===== src/rtl/mips_ram_1r1w.sv =====
// Byte-wide RAM with one combinational read port and one synchronous write port.
// Contents are deliberately not reset so a program image survives a core reset.
module mips_ram_1r1w #(
  parameter int AW = 8
) (
  input  logic          clk,
  input  logic          we,
  input  logic [AW-1:0] waddr,
  input  logic [7:0]    wdata,
  input  logic [AW-1:0] raddr,
  output logic [7:0]    rdata
);

  logic [7:0] mem [2**AW];

  always_ff @(posedge clk) begin
    if (we) mem[waddr] <= wdata;
  end

  assign rdata = mem[raddr];

endmodule


===== src/rtl/mips_boot_memory.sv =====
// External memory for the 8-bit multicycle mips core: streams a boot image into RAM
// while holding the core in reset, then serves the core bus with one memory-mapped output port.
module mips_boot_memory #(
  parameter int            AW       = 8,
  parameter int            BOOT_LEN = 64,
  parameter logic [AW-1:0] IO_ADDR  = AW'(8'hFF)
) (
  input  logic          clk,
  input  logic          reset,
  input  logic [7:0]    boot_data,
  input  logic          boot_valid,
  output logic          boot_ready,
  output logic          boot_done,
  output logic          cpu_reset,
  input  logic          memread,
  input  logic          memwrite,
  input  logic [AW-1:0] adr,
  input  logic [7:0]    writedata,
  output logic [7:0]    memdata,
  output logic [7:0]    io_out,
  output logic          io_strobe
);

  typedef enum logic [1:0] {
    LOAD  = 2'd0,
    START = 2'd1,
    RUN   = 2'd2
  } state_t;

  localparam logic [AW:0] LAST_PTR = (AW+1)'(BOOT_LEN - 1);

  generate
    if (BOOT_LEN < 1 || BOOT_LEN > 2**AW) begin : g_bad_boot_len
      $error("mips_boot_memory: BOOT_LEN must be in 1..2**AW");
    end
  endgenerate

  state_t      state_q, state_d;
  logic [AW:0] ptr_q, ptr_d;
  logic [7:0]  io_out_q, io_out_d;
  logic        io_strobe_q, io_strobe_d;
  logic        cpu_reset_q, cpu_reset_d;

  logic          ram_we;
  logic [AW-1:0] ram_waddr;
  logic [7:0]    ram_wdata;
  logic [7:0]    ram_rdata;
  logic          io_hit;

  assign io_hit = (adr == IO_ADDR);

  always_comb begin
    state_d     = state_q;
    ptr_d       = ptr_q;
    io_out_d    = io_out_q;
    io_strobe_d = 1'b0;
    ram_we      = 1'b0;
    ram_waddr   = adr;
    ram_wdata   = writedata;
    memdata     = 8'h00;

    unique case (state_q)
      LOAD: begin
        // Loader owns the write port; core writes are dropped entirely.
        ram_waddr = ptr_q[AW-1:0];
        ram_wdata = boot_data;
        if (boot_valid) begin
          ram_we = 1'b1;
          ptr_d  = ptr_q + 1'b1;
          if (ptr_q == LAST_PTR) state_d = START;
        end
      end
      START: begin
        state_d = RUN;
      end
      RUN: begin
        memdata = io_hit ? io_out_q : ram_rdata;
        if (memwrite) begin
          if (io_hit) begin
            io_out_d    = writedata;
            io_strobe_d = 1'b1;
          end else begin
            ram_we = 1'b1;
          end
        end
      end
      default: begin
        state_d = LOAD;
      end
    endcase

    // Registered so the core sees a glitch-free reset that drops on the edge entering RUN.
    cpu_reset_d = (state_d != RUN);
  end

  always_ff @(posedge clk or posedge reset) begin
    if (reset) begin
      state_q     <= LOAD;
      ptr_q       <= '0;
      io_out_q    <= 8'h00;
      io_strobe_q <= 1'b0;
      cpu_reset_q <= 1'b1;
    end else begin
      state_q     <= state_d;
      ptr_q       <= ptr_d;
      io_out_q    <= io_out_d;
      io_strobe_q <= io_strobe_d;
      cpu_reset_q <= cpu_reset_d;
    end
  end

  mips_ram_1r1w #(.AW(AW)) u_ram (
    .clk   (clk),
    .we    (ram_we),
    .waddr (ram_waddr),
    .wdata (ram_wdata),
    .raddr (adr),
    .rdata (ram_rdata)
  );

  assign boot_ready = (state_q == LOAD);
  assign boot_done  = (state_q == RUN);
  assign cpu_reset  = cpu_reset_q;
  assign io_out     = io_out_q;
  assign io_strobe  = io_strobe_q;

  // memread is implied: read data is always driven in RUN.
  logic unused_memread;
  assign unused_memread = memread;

endmodule


===== config.mk =====
export PLATFORM = sky130hd
export DESIGN_NAME = mips_boot_memory
export DESIGN_NICKNAME = d
export VERILOG_FILES = /design/src/rtl/mips_ram_1r1w.sv /design/src/rtl/mips_boot_memory.sv
export SDC_FILE = /design/constraint.sdc
export NUM_CORES = 2
export LEC_CHECK = 0
export CAP_MARGIN = 20
export CORE_MARGIN = 5
export CORE_UTILIZATION = 55
export DETAILED_ROUTE_END_ITERATION = 8
export HOLD_SLACK_MARGIN = 0.1
export PLACE_DENSITY_LB_ADDON = 0.3
export SLEW_MARGIN = 20
export SYNTH_ARGS = -nofsm -noshare
export SYNTH_HDL_FRONTEND = slang
export SYNTH_SLANG_ARGS = --single-unit
export TNS_END_PERCENT = 100

===== constraint.sdc =====
create_clock -name clk -period 3.63 [get_ports clk]
set_clock_uncertainty 0.1 [all_clocks]
set_input_delay 0.9075 -clock clk [delete_from_list [all_inputs] [get_ports clk]]
set_output_delay 0.9075 -clock clk [all_outputs]
set_load 0.02 [all_outputs]

==> results.txt <==
----------------------------------------------------
[Routing]
  Number of detailed-route iterations in the first pass ... 7
  Number of antenna-violating nets in the routed design ... 0
  Drc violations ... 0
  Average wire length per cell after detail routing ... 32.0 um
  Drt total wl ... 219000 um
  Via count normalized by instance count ... 6.57
  Drt first-iter violations ... 6105
  Total via count in the routed design ... 45000

[Worst setup path]
  Reg-to-reg critical path startpoint ... state_q[0]
  Arrival @ worst endpoint ... 3650 ps
  Setup slack on the worst flop-to-flop path ... 90 ps
  Maximum net fanout on the critical path ... 6
  Most frequent cell on the critical path ... sky130_fd_sc_hd__buf_16
  Slowest library cell on the worst path ... sky130_fd_sc_hd__o221ai_4
  Buffer and inverter count on the worst path ... 9
  Nature of the critical path startpoint ... input port
  Cell-by-cell trace of the critical path ... buf_16 -> buf_12 -> buf_16 -> buf_16 -> buf_12 -> mux2i_4 -> o221ai_4 -> buf_6 -> nor3_4 -> nor3_2 -> buf_4 -> nand4_1 -> buf_4 -> nor3_4 -> a211o_4 -> buf_6
  Reg2reg end ... u_ram.mem[86][4]
  Sort of element at the end of the critical path ... output port
  Setup crit start ... adr[0]
  Type of the worst setup path ... in2out
  Critical path's top delay family ... buffers and inverters
  Critical path required time ... 2620 ps
  Peak per-stage delay on the critical path ... 260 ps
  Reg2Reg Depth ... 12

[Global route]
  Maximum number of pins on one net before global-route repair ... 105
  Initial antenna violation count ... 3
  Via count of the first global-routing pass ... 44900
  Overall track demand over capacity in global routing ... 28.1%
  GRT Residual Overflow ... 0
  Global-route wire length before repair ... 316000 um

[Placed design]
  Total placed instance area ... 88200 um^2
  GP Congestion ... 0.906
  Half-perimeter wire length after detailed placement ... 138000 um
  Count of buffers from port buffering ... 47
  Cells after DPL ... 6390

[STA]
  Pin slew with the least headroom to its limit ... 1010 ps
  Final setup fails ... 8
  Count of final hold-check violations ... 0
  Post-layout min period ... 4660 ps
  Accumulated negative setup slack ... -7180 ps
  Ratio of final minimum period to clock period ... 128%
  Max transition margin ... 32.4%
  Hold WS ... 371 ps
  RSZ-0062 raised after global routing ... yes
  Top achievable clock speed ... 215 MHz
  Worst path setup slack after routing ... -1030 ps
  Number of max-slew violations in the final report ... 0

[Clock tree]
  Maximum number of buffers from clock root to sink ... 3
  H-tree Lvls ... 4
  Clk sinks ... 2069
  Total clock buffers created by CTS ... 195
  Clock transition at the register clock pins on the worst setup and hold paths after CTS ... 60 ps
  Hold-fix buffers, CTS ... 0
  Cell at the root of the clock tree ... sky130_fd_sc_hd__clkbuf_16
  Clock latency reported for the late side of the worst-skew pair ... 840 ps
  TritonCTS clock tree ... built

[Floorplanning]
  Total core area ... 147000 um^2
  X dimension of the die ... 394 um
  Placement row count ... 141
  Count of boundary I/O pins ... 49
  Die extent in y ... 394 um
  Area of the die ... 155000 um^2
  Starting density of the core ... 55.1%

[Pwr]
  Peak VDD IR ... 0.444 mV
  Pwr Density ... 509 nW/um^2
  Static Leak ... 32.2 nW

[Job]
  Max cap viols ... 0

[Layout]
  Most common cell after layout, fill and taps aside ... sky130_fd_sc_hd__edfxtp_1
  Fin area ... 97200 um^2
  Number of inserted filler cells in the final layout ... 9249
  Ratio of cells with drive above 1 in the final layout ... 30.7%
  Non-filler cells, final ... 6858
  Final core occ ... 66.0%
  Top library cells by usage in the layout, fill and taps aside ... sky130_fd_sc_hd__edfxtp_1 (2048), sky130_fd_sc_hd__buf_4 (497), sky130_fd_sc_hd__mux4_2 (359), sky130_fd_sc_hd__mux2i_1 (319), sky130_fd_sc_hd__nor2_1 (288)
  Final layout net count ... 4793
  Syn-to-layout area delta ... 19.7%

[Logic synthesis]
  Cell area after synthesis ... 81200 um^2
  Number of enable flip-flop cells after synthesis ... 2048
  Fraction of registers with async set/reset ... 1.01%
  Share of the yosys chip area belonging to registers ... 76.4%
  Unique cell type count in the Yosys netlist ... 67
  Post-synth top flop ... sky130_fd_sc_hd__edfxtp_1
  Syn_nets ... 4134
  Yosys reg bits ... 2069
  Synthesized area per cell ... 19.8 um^2
  Number of warnings issued by yosys ... 0
  Cells after Synth ... 4101

[Outcome]
  Run status ... finished, violations left
  Failing checks ... negative setup slack

[Worst hold path]
  Hold Path Cell Cnt ... 1
  Worst min-delay path startpoint ... ptr_q[8]
  Path category of the worst min-delay check ... reg2reg
  Destination of the worst hold path ... ptr_q[8]

----------------------------------------------------
-- state kept, by name, indices dropped and copies added (netlist names) --
signal / cells
io_out: 8
ptr_q: 9
state_q: 2
io_strobe: 1
cpu_reset: 1
u_ram.mem: 2048
-- logic make-up (layout without fill, tap and decap cells) --
kind of cell	count (synthesis)	count (layout)	synth area share [%]
other cells	0	3	0
fa+ha+maj	4	4	0.0617
xor+xnor	8	8	0.0863
simple gates	589	589	3.09
flops	2069	2069	76.4
mux	698	698	14.2
buf+inv	259	1083	1.88
compound gates	474	474	4.30
-- metal layers --
layer | wire length [um] | track usage (%) | vias up
met5 | 0 | 0 | -
met4 | 9160 | 10.7 | 0
met3 | 26800 | 7.76 | 484
met2 | 102000 | 42.6 | 2867
met1 | 81600 | 39.5 | 23300
li1 | - | - | 18400
-- report_power, final --
part	total, W	internal (W)	switching [W]
combinational	0.00345	0.00144	0.00202
clock	0.0198	0.0110	0.00875
sequential	0.0263	0.0263	0.0000170
-- cells in the mapped netlist (all sizes together), types with 3 or more instances --
cell | number | area, um^2
edfxtp | 2048 | 61500
o21ai | 32 | 164
mux2i | 322 | 3220
a31oi | 9 | 56.3
o221ai | 121 | 1060
and2 | 4 | 25.0
nor4 | 6 | 37.5
nand2 | 139 | 522
or3 | 12 | 75.1
buf | 151 | 1120
ha | 4 | 50.1
o2111ai | 4 | 35.0
a211o | 3 | 26.3
inv | 12 | 45.0
nor2 | 299 | 1120
a221oi | 23 | 201
dfrtp | 20 | 500
o31ai | 5 | 42.5
clkbuf | 94 | 353
a311oi | 3 | 26.3
nand3 | 35 | 175
o32ai | 6 | 52.6
a21oi | 79 | 395
a22oi | 35 | 263
nor3 | 52 | 260
a2111oi | 13 | 120
nand4 | 4 | 25.0
mux2 | 17 | 191
nand3b | 3 | 22.5
mux4 | 359 | 8090
a22o | 38 | 333
nand2b | 7 | 43.8
a211oi | 15 | 113
a32oi | 4 | 35.0
o22ai | 70 | 438
xnor2 | 6 | 52.6
or4 | 5 | 37.5
o311a | 4 | 40.0
nor2b | 12 | 75.1
-- worst max-delay path by stage --
stage	slack, ps	cells after the start	to
3_3_place_gp	-2190	13	memdata[0]
3_5_place_dp	-2140	13	memdata[0]
4_1_cts	-930	16	memdata[2]
5_1_grt	-1070	16	memdata[2]
2_1_floorplan	-330	5	u_ram.mem[0][0]
6_report	-1030	16	memdata[2]
-- cell type report --
cell class	instances	area [um^2]	area share [%]
clock buffer	269	5350	5.51
clock inverter	93	838	0.863
inverter	14	58.8	0.0605
timing repair buffer	707	7490	7.71
sequential	2069	62000	63.8
multi-input combinational	1773	19000	19.5
tap	1930	2410	2.49
antenna	3	7.51	0.00773
-- through the flow --
| step | total power, W | setup slack (ps) |
|---|---|---|
| floorplan | 0.0284 | -333 |
| CTS | 0.0495 | -933 |
| global route | 0.0508 | -1070 |
| global placement | 0.0297 | -2190 |
| finish | 0.0495 | -1030 |
| detailed placement | 0.0298 | -2140 |
-- timing repair --
action,CTS,global route
pin swaps,53,39
buffers inserted,85,19
endpoints found under the setup margin,10,132
resized for setup,282,89
gates cloned,14,0
No activity file was read; power rests on OpenSTA's default activity.
